**src/rtl/demux_1to2_stream.sv**
```systemverilog
`default_nettype none
// ============================================================================
// Module      : demux_1to2_stream
// Description : Packet-locked 1:2 stream demux with a registered output stage
//               and a completed-packet counter on each output.
// Revision    : 1.0 - initial release
// ============================================================================
module demux_1to2_stream #(
  parameter int DATA_W = 8
) (
  input  logic              clk_in,
  input  logic              rst_n_in,
  input  logic [DATA_W-1:0] data_in,
  input  logic              valid_in,
  input  logic              last_in,
  input  logic              sel_in,
  output logic              ready_out,
  output logic [DATA_W-1:0] a_data_out,
  output logic              a_valid_out,
  output logic              a_last_out,
  input  logic              a_ready_in,
  output logic [DATA_W-1:0] b_data_out,
  output logic              b_valid_out,
  output logic              b_last_out,
  input  logic              b_ready_in,
  output logic [7:0]        a_pkt_cnt_out,
  output logic [7:0]        b_pkt_cnt_out
);

  localparam logic [1:0] S_IDLE    = 2'd0;
  localparam logic [1:0] S_ROUTE_A = 2'd1;
  localparam logic [1:0] S_ROUTE_B = 2'd2;

  logic [1:0]        r_state;
  logic [1:0]        w_state_nxt;
  logic              w_tgt_b;
  logic              w_ready;
  logic              w_acc;
  logic              w_load_a;
  logic              w_load_b;

  logic [DATA_W-1:0] r_a_data;
  logic              r_a_valid;
  logic              r_a_last;
  logic [DATA_W-1:0] r_b_data;
  logic              r_b_valid;
  logic              r_b_last;
  logic [7:0]        r_a_cnt;
  logic [7:0]        r_b_cnt;

  // State register
  always_ff @(posedge clk_in) begin
    if (!rst_n_in) begin
      r_state <= S_IDLE;
    end else begin
      r_state <= w_state_nxt;
    end
  end

  // Next-state logic: the destination is locked from the first beat until last
  always_comb begin
    w_state_nxt = r_state;
    case (r_state)
      S_IDLE: begin
        if (w_acc && !last_in) begin
          w_state_nxt = sel_in ? S_ROUTE_B : S_ROUTE_A;
        end
      end
      S_ROUTE_A, S_ROUTE_B: begin
        if (w_acc && last_in) begin
          w_state_nxt = S_IDLE;
        end
      end
      default: w_state_nxt = S_IDLE;
    endcase
  end

  // Output logic: target selection and upstream handshake
  always_comb begin
    w_tgt_b = 1'b0;
    case (r_state)
      S_ROUTE_A: w_tgt_b = 1'b0;
      S_ROUTE_B: w_tgt_b = 1'b1;
      default:   w_tgt_b = sel_in;
    endcase
    w_ready  = rst_n_in && (w_tgt_b ? (!r_b_valid || b_ready_in)
                                    : (!r_a_valid || a_ready_in));
    w_acc    = valid_in && w_ready;
    w_load_a = w_acc && !w_tgt_b;
    w_load_b = w_acc &&  w_tgt_b;
  end

  always_ff @(posedge clk_in) begin
    if (!rst_n_in) begin
      r_a_data  <= '0;
      r_a_valid <= 1'b0;
      r_a_last  <= 1'b0;
      r_a_cnt   <= 8'd0;
    end else begin
      if (w_load_a) begin
        r_a_data  <= data_in;
        r_a_last  <= last_in;
        r_a_valid <= 1'b1;
      end else if (a_ready_in) begin
        r_a_valid <= 1'b0;
      end
      if (w_load_a && last_in) begin
        r_a_cnt <= r_a_cnt + 8'd1;
      end
    end
  end

  always_ff @(posedge clk_in) begin
    if (!rst_n_in) begin
      r_b_data  <= '0;
      r_b_valid <= 1'b0;
      r_b_last  <= 1'b0;
      r_b_cnt   <= 8'd0;
    end else begin
      if (w_load_b) begin
        r_b_data  <= data_in;
        r_b_last  <= last_in;
        r_b_valid <= 1'b1;
      end else if (b_ready_in) begin
        r_b_valid <= 1'b0;
      end
      if (w_load_b && last_in) begin
        r_b_cnt <= r_b_cnt + 8'd1;
      end
    end
  end

  assign ready_out     = w_ready;
  assign a_data_out    = r_a_data;
  assign a_valid_out   = r_a_valid;
  assign a_last_out    = r_a_last;
  assign b_data_out    = r_b_data;
  assign b_valid_out   = r_b_valid;
  assign b_last_out    = r_b_last;
  assign a_pkt_cnt_out = r_a_cnt;
  assign b_pkt_cnt_out = r_b_cnt;

endmodule
`default_nettype wire

```
**config.mk**
```make
export PLATFORM = sky130hd
export DESIGN_NAME = demux_1to2_stream
export DESIGN_NICKNAME = d
export VERILOG_FILES = /design/src/rtl/demux_1to2_stream.sv
export SDC_FILE = /design/constraint.sdc
export NUM_CORES = 1
export LEC_CHECK = 0
export BUFFER_PORTS_ARGS = -buffer_cell sky130_fd_sc_hd__buf_4
export CAP_MARGIN = 25
export CORE_UTILIZATION = 53
export CTS_BUF_LIST = sky130_fd_sc_hd__clkbuf_4 sky130_fd_sc_hd__clkbuf_8
export CTS_CLUSTER_SIZE = 16
export DETAILED_ROUTE_END_ITERATION = 8
export MAX_ROUTING_LAYER = met4
export PLACE_DENSITY = 0.83
export SYNTH_ARGS = -nofsm -noshare
export SYNTH_HDL_FRONTEND = slang
export SYNTH_SLANG_ARGS = --single-unit
```
**constraint.sdc**
```tcl
create_clock -name clk_in -period 2.55 [get_ports clk_in]
set_clock_uncertainty 0.05 [all_clocks]
set_input_delay 0.1275 -clock clk_in [delete_from_list [all_inputs] [get_ports clk_in]]
set_output_delay 0.1275 -clock clk_in [all_outputs]
set_load 0.02 [all_outputs]
```
==> results of run 1 <==
## per-stage QoR
| step | worst slack [ns] | power [mW] |
|---|---|---|
| floorplan | 0.617 | 0.720 |
| global placement | 0.429 | 0.777 |
| detailed placement | 0.379 | 0.779 |
| CTS | 0.223 | 1.21 |
| global route | 0.0854 | 1.25 |
| finish | 0.209 | 1.20 |
## metal layers
metal  up-vias  global-route usage [%]  wire length [microns]
met5         -                       -                      0
met4         0                    11.6                     76
met3         8                    6.77                    161
met2        42                    44.5                   2170
met1       787                    31.2                   1770
li1        832                       -                      -
## path summary, 6_finish.rpt
check,to,cells after the start
min,a_pkt_cnt_out[7],2
min reg2reg,b_last_out,2
max,ready_out,5
max reg2reg,a_pkt_cnt_out[7],6
## where the power goes
group / internal (mW) / total, mW / switching [mW]
logic: 0.0688 / 0.160 / 0.0912
registers: 0.608 / 0.618 / 0.0100
clock network: 0.229 / 0.424 / 0.194
## cells by family (layout without fill, tap and decap cells)
family | count (synthesis) | after routing | synth area share (%)
AND/OR/NAND/NOR | 93 | 93 | 27.8
AO/OA/AOI/OAI | 41 | 41 | 13.7
flip-flops | 38 | 38 | 43.9
buffers and inverters | 16 | 76 | 4.04
multiplexers | 8 | 8 | 5.63
adder cells (fa/ha/maj) | 4 | 4 | 2.89
XOR/XNOR | 4 | 4 | 2.02
## registers in the layout, summed over array words and instances (netlist names), 2 cells and up
signal and flops:
b_data_out 8, a_data_out 8, a_pkt_cnt_out 8, r_state 2
b_pkt_cnt_out 8
## area by class of cell
class / count / area (sq um)
sequential: 38 / 761
clock buffer: 7 / 52.6
inverter: 6 / 22.5
tap: 44 / 55.1
timing repair buffer: 62 / 485
clock inverter: 1 / 30.0
fill: 248 / 769
multi-input combinational: 150 / 902
## what timing repair did
item | in CTS | in global routing
endpoints found under the hold margin | 16 | 0
hold buffers | 8 | 0
buffers inserted | 0 | 0
## placed cells by master, fill, tap and decap left out, types with 3 or more instances in the layout
| master | n |
|---|---|
| dlygate4sd3_1 | 8 |
| or2b_1 | 3 |
| clkbuf_4 | 7 |
| nand2_1 | 47 |
| xor2_1 | 3 |
| nor4_1 | 4 |
| nand4_1 | 6 |
| nor2b_1 | 3 |
| a211oi_1 | 3 |
| a21oi_1 | 27 |
| buf_4 | 54 |
| inv_1 | 6 |
| dfxtp_1 | 38 |
| nor2_1 | 5 |
| nand3_1 | 11 |
| mux2i_1 | 6 |
| o21ai_0 | 3 |
| nor3_1 | 3 |
| ha_1 | 4 |
==> impl_metrics.tcl, run 1 <==
set metrics [dict create \
    cp-start-kind "flop" \
    nets 282 \
    slowest_stage "ha_1" \
    port_buffers 51 \
    ys_ff_latch 38 \
    fin_setup_tns_ns 0 \
    period_share_pct 91.8 \
    hold_viol 0 \
    path_cells "inv_1, ha_1, mux2_4, a211oi_1, buf_4" \
    synth-main-ff-cell "dfxtp_1" \
    via_per_inst 5.42 \
    die_h_microns 59.2 \
    finalSetupViolations 0 \
    critical_path_class "flop to output pin" \
    grtUsageTotal_pct 27.1 \
    worst_skew_pair.late_latency_ns 0.34 \
    grt_pass1_wl_microns 6870 \
    critPathLaunch "r_state[0]" \
    clock-sinks 38 \
    grt_max_degree 29 \
    postCtsResizedCells 0 \
    cp_top_family "adder cells" \
    min_from "rst_n_in" \
    synthTopCellsByCount "nand2_1 (47), dfxtp_1 (38), a21oi_1 (27)" \
    synth_area_sq_mm 0.00173 \
    ioPinCount 52 \
    yosysWarnings 0 \
    finalNonFillerCells 308 \
    hold_class "input pin to flop" \
    netlist_instances 204 \
    yosysTopAreaCellShare_pct 43.9 \
    start_util_pct 56.3 \
    cts_buffers 5 \
    first_iter_violations 69 \
    num_vias 1669 \
    path_clk_slew_ns 0.11 \
    num_rows 20 \
    avgRoutedWirePerCell_microns 13.6 \
    fp.dieW_microns 59.2 \
    area_growth_pct 33.2 \
    grt_overflow 0 \
    cp.arrival_ns 2.16 \
    stdcell_area_sq_mm 0.00231 \
    fmaxAchievable_mhz 427 \
    yosysUniqueCellTypes 39 \
    synth.most_common_cell "nand2_1" \
    drv_cap 0 \
    synth_edf_count 0 \
    async_reset_ff_share_pct 0 \
    layout-drive-gt1-share_pct 26.1 \
    synthTopCellsByArea "dfxtp_1 (44%), nand2_1 (10%), a21oi_1 (7.8%)" \
    r2r-start "r_state[0]" \
    synth_area_per_cell_sq_um 8.49 \
    path_max_fanout 8 \
    leakage_nw 0.927 \
    cts_buffer_depth 2 \
    dp_cells 292 \
    fin_hold_ws_ns 0.0470 \
    synth_top_area_cell "dfxtp_1" \
    dp_hpwl_microns 2770 \
    period_needed_ns 2.34 \
    cp_slowest_stage_delay_ns 0.49 \
    placeableCoreArea_sq_mm 0.00308 \
    relSlewSlack_pct 71.3 \
    first_global_vias 1531 \
    final_util_pct 75.0 \
    crit_buf_inv 2 \
    wirelength_microns 4180 \
    root_buffer "clkbuf_4" \
    ant_nets 0 \
    ff2ff_setup_slack_ns 0.36 \
    rsz0062_at_grt "no" \
    insertedDiodeCount 0 \
    yosysSeqAreaShare_pct 43.9 \
    dpl-instance-area_sq_mm 0.00215 \
    place.gp.congestion 0.865 \
    dr.pass1.iters 4 \
    crit_required_ns 2.37 \
    tightestPinTransition_ns 0.429 \
    status "finished, final reports clean" \
    drc 0 \
    maxSlewViolCount 0 \
    grt_antenna_before_repair 0 \
    h-tree-depth 2 \
    powerDensity_mw_per_mm2 520 \
    die_area_sq_mm 0.00350 \
    cp-end-kind "output pin" \
    ir_drop_mv 0.324 \
    cts_tree "built" \
    syn_nets 223 \
]
(Power assumes the default switching activity.)
==> inputs of run 2 (changes only) <==
Settings changed: CORE_ASPECT_RATIO set to 0.6.
==> impl_metrics.tcl, run 2 (same netlist as run 1, synthesis figures left out) <==
set metrics [dict create \
    nets 274 \
    rsz0062_at_grt "no" \
    root_buffer "clkbuf_8" \
    first_global_vias 1379 \
    tightestPinTransition_ns 0.436 \
    layout_commonest_cell "buf_4" \
    ir_drop_mv 0.446 \
    path_cells "inv_1, ha_1, mux2_4, nand3_4, or4_1, a21oi_1" \
    wirelength_microns 3940 \
    via_per_inst 5.42 \
    ff2ff_setup_slack_ns 0.35 \
    critical_path_class "flop to flop" \
    area_growth_pct 28.5 \
    power_mw 1.16 \
    final_util_pct 74.6 \
    layout-drive-gt1-share_pct 26.7 \
    clock-sinks 38 \
    path_max_fanout 16 \
    crit_required_ns 2.71 \
    cp-end-kind "flop" \
    r2r_end "b_pkt_cnt_out[5]" \
    period_needed_ns 2.20 \
    min_from "data_in[6]" \
    reg2regPathDepth 6 \
    r2r-start "r_state[1]" \
    hold-path-cell-count 3 \
    placeableCoreArea_sq_mm 0.00298 \
    fmaxAchievable_mhz 455 \
    die_area_sq_mm 0.00351 \
    cp-start-kind "flop" \
    cp.arrival_ns 2.36 \
    cp_slowest_stage_delay_ns 0.54 \
    grt_util_met2_pct 36.6 \
    cts_setup_buffers 0 \
    num_rows 15 \
    use_met3_pct 7.22 \
    die_h_microns 46.3 \
    first_iter_violations 71 \
    h-tree-depth 2 \
    start_util_pct 58.1 \
    cts_buffers 5 \
    busiest_layer "met2" \
    hold_viol 0 \
    relSlewSlack_pct 70.8 \
    slowest_stage "or4_1" \
    path_clk_slew_ns 0.07 \
    insertedDiodeCount 0 \
    n_fill_cell 231 \
    final_cell_mix "buf_4 (54), nand2_1 (47), dfxtp_1 (38), a21oi_1 (27), nand3_1 (11)" \
    grt_pass1_wl_microns 6330 \
    min_to "a_data_out[6]" \
    holdBufCountCts 0 \
    drc 0 \
    port_buffers 51 \
    worst_skew_pair.late_latency_ns 0.28 \
    drv_cap 0 \
    ant_nets 0 \
    grt_max_degree 29 \
    powerDensity_mw_per_mm2 522 \
    leakage_nw 0.892 \
    hold_class "input pin to flop" \
    period_share_pct 86.2 \
    use_met1_pct 34.9 \
    grtUsageTotal_pct 25.7 \
    fin_setup_tns_ns 0 \
    dp_hpwl_microns 2900 \
    num_vias 1611 \
    postCtsResizedCells 0 \
    avgRoutedWirePerCell_microns 13.3 \
    cts_tree "built" \
    finalSetupViolations 0 \
    place.gp.congestion 0.856 \
    cts_buffer_depth 2 \
    dr.pass1.iters 4 \
    grt_overflow 0 \
    grt_antenna_before_repair 0 \
    status "finished, final reports clean" \
    fp.dieW_microns 75.8 \
    maxSlewViolCount 0 \
    ioPinCount 52 \
]
run 2: changes by cell type in the layout (fill, tap and decap cells not counted), sizes merged:
cell	change
dlygate4sd3	-8
bufinv	-1
run 2: critical path: cells and delay by family (launching register included):
kind,cells,cell delay [ns]
and+or+nand+nor,2,0.72
muxes,1,0.28
adders and majority gates,1,0.47
DFF,1,0.38
buffers and inverters,1,0.06
AOI/OAI and AO/OA,1,0.16
run 2: layer usage:
layer | share of wire (%) | vias to the layer above
met2 | 43 | 53
met5 | 0 | -
met3 | 6.6 | 5
met4 | 0.81 | 0
li1 | - | 815
met1 | 49 | 738
run 2: area by class of cell:
type                       instances  area [sq um]  area share, %
clock buffer                       7          83.8           3.76
sequential                        38           761           34.2
tap                               42          52.6           2.36
timing repair buffer              54           405           18.2
multi-input combinational        150           902           40.5
inverter                           6          22.5           1.01
run 2: where the power goes:
part / internal (mW) / switching, mW / leakage (nW)
Sequential: 0.608 / 0.00992 / 0.308
Combinational: 0.0606 / 0.0864 / 0.539
Clock: 0.209 / 0.188 / 0.0452
run 2: through the flow:
step           hold WS (ns)  instance area (sq um)  setup slack, ns  cells
2_1_floorplan         0.214                   1730            0.617    204
3_3_place_gp          0.335                   2140            0.439    290
3_5_place_dp          0.343                   2140            0.376    290
4_1_cts              0.0385                   2230            0.343    297
5_1_grt              0.0482                   2230            0.231    297
6_report             0.0416                   2230            0.353    297
run 2: how the worst max path moves through the flow:
stage / from / end / slack [ns] / depth (start not counted)
CTS: r_state[1] / ready_out / 0.34 / 5
global placement: r_state[1] / a_pkt_cnt_out[7] / 0.44 / 6
floorplan: r_state[1] / a_pkt_cnt_out[7] / 0.62 / 7
detailed placement: r_state[1] / b_pkt_cnt_out[5] / 0.38 / 6
finish: r_state[1] / b_pkt_cnt_out[5] / 0.35 / 6
global route: r_state[1] / b_pkt_cnt_out[5] / 0.23 / 6
==> inputs of run 3 (changes only) <==
Settings changed: CTS_CLUSTER_SIZE 16 to 30, RECOVER_POWER set to 50.
==> impl_metrics.tcl, run 3 (same netlist as run 1, synthesis figures left out) <==
set metrics [dict create \
    tightestPinTransition_ns 0.427 \
    drv_cap 0 \
    period_share_pct 86.5 \
    min_to "a_data_out[6]" \
    drc 0 \
    final_cell_mix "nand2_1 (47), dfxtp_1 (38), clkbuf_1 (36), a21oi_1 (27), buf_4 (18)" \
    hold-path-cell-count 3 \
    relSlewSlack_pct 71.5 \
    fp.dieW_microns 75.8 \
    ioPinCount 52 \
    insertedDiodeCount 0 \
    first_iter_violations 77 \
    placeableCoreArea_sq_mm 0.00298 \
    path_clk_slew_ns 0.07 \
    cts_tree "built" \
    grt_max_degree 29 \
    ant_nets 0 \
    hold_viol 0 \
    fmaxAchievable_mhz 453 \
    clock-sinks 38 \
    layout-drive-gt1-share_pct 12.5 \
    dp_hpwl_microns 2900 \
    path_max_fanout 16 \
    postCtsResizedCells 0 \
    port_buffers 51 \
    finalSetupViolations 0 \
    num_rows 15 \
    grt_antenna_before_repair 0 \
    nets 274 \
    h-tree-depth 2 \
    r2r-start "r_state[1]" \
    ir_drop_mv 0.438 \
    r2r_end "b_pkt_cnt_out[5]" \
    leakage_nw 0.740 \
    cts_buffers 5 \
    crit_required_ns 2.71 \
    ff2ff_setup_slack_ns 0.34 \
    start_util_pct 58.1 \
    power_mw 1.15 \
    hold_class "input pin to flop" \
    holdBufCountCts 0 \
    grtUsageTotal_pct 25.7 \
    first_global_vias 1379 \
    period_needed_ns 2.21 \
    status "finished, final reports clean" \
    via_per_inst 5.42 \
    rsz0062_at_grt "no" \
    die_h_microns 46.3 \
    cp-end-kind "flop" \
    die_area_sq_mm 0.00351 \
    powerDensity_mw_per_mm2 549 \
    maxSlewViolCount 0 \
    dr.pass1.iters 4 \
    layout_commonest_cell "nand2_1" \
    reg2regPathDepth 6 \
    critical_path_class "flop to flop" \
    cp-start-kind "flop" \
    min_from "data_in[6]" \
    cp.arrival_ns 2.37 \
    avgRoutedWirePerCell_microns 13.2 \
    worst_skew_pair.late_latency_ns 0.28 \
    root_buffer "clkbuf_8" \
    cts_setup_buffers 0 \
    fin_setup_tns_ns 0 \
    grt_pass1_wl_microns 6330 \
    num_vias 1610 \
    area_growth_pct 20.7 \
    grt_overflow 0 \
    place.gp.congestion 0.856 \
    wirelength_microns 3930 \
    cts_buffer_depth 2 \
]
==> run 3: cell count changes in the layout (fill, tap and decap cells not counted), sizes merged <==
cell,delta
buf,-36
clkbuf,+36
==> run 3: worst max-delay path: stages, from the launching register on <==
cell and delay (ns):
dfxtp_1 0.38, inv_1 0.06, ha_1 0.48, mux2_4 0.28, nand3_4 0.18, or4_1 0.54, a21oi_1 0.16
==> run 3: layer usage <==
layer  up-vias  GRT usage (%)  wire, microns
met5         -              -              0
met4         0           8.89             32
met3         5           7.22            245
met2        52           36.6           1660
met1       739           34.9           1990
li1        814              -              -
==> run 3: worst max-delay path by stage <==
stage / start / end / slack [ns] / cells past startpoint
2_1_floorplan: r_state[1] / a_pkt_cnt_out[7] / 0.62 / 7
3_3_place_gp: r_state[1] / a_pkt_cnt_out[7] / 0.44 / 6
3_5_place_dp: r_state[1] / b_pkt_cnt_out[5] / 0.38 / 6
4_1_cts: r_state[1] / ready_out / 0.34 / 5
5_1_grt: r_state[1] / b_pkt_cnt_out[5] / 0.23 / 6
6_report: r_state[1] / b_pkt_cnt_out[5] / 0.34 / 6
==> run 3: area by class of cell <==
| type | instances | area [sq um] |
|---|---|---|
| tap | 42 | 52.6 |
| timing repair buffer | 54 | 270 |
| sequential | 38 | 761 |
| multi-input combinational | 150 | 902 |
| inverter | 6 | 22.5 |
| clock buffer | 7 | 83.8 |
| fill | 260 | 892 |
==> run 3: where the power goes <==
part	internal, mW	switching [mW]	total (mW)	leakage (nW)
clock network	0.209	0.186	0.395	0.0452
logic	0.0501	0.0866	0.137	0.387
registers	0.608	0.00954	0.617	0.308
total	0.867	0.282	1.15	0.740
==> run 3: per-stage QoR <==
stage / setup slack [ns] / instances / hold slack, ns / instance area, sq um / utilization, %
after floorplan: 0.617 / 204 / 0.214 / 1730 / -
after global placement: 0.439 / 290 / 0.335 / 2140 / 71.8
after detailed placement: 0.376 / 290 / 0.343 / 2140 / 71.8
after CTS: 0.343 / 297 / 0.0385 / 2230 / 74.6
after global routing: 0.231 / 297 / 0.0482 / 2090 / 70.1
final: 0.344 / 297 / 0.0426 / 2090 / 70.1
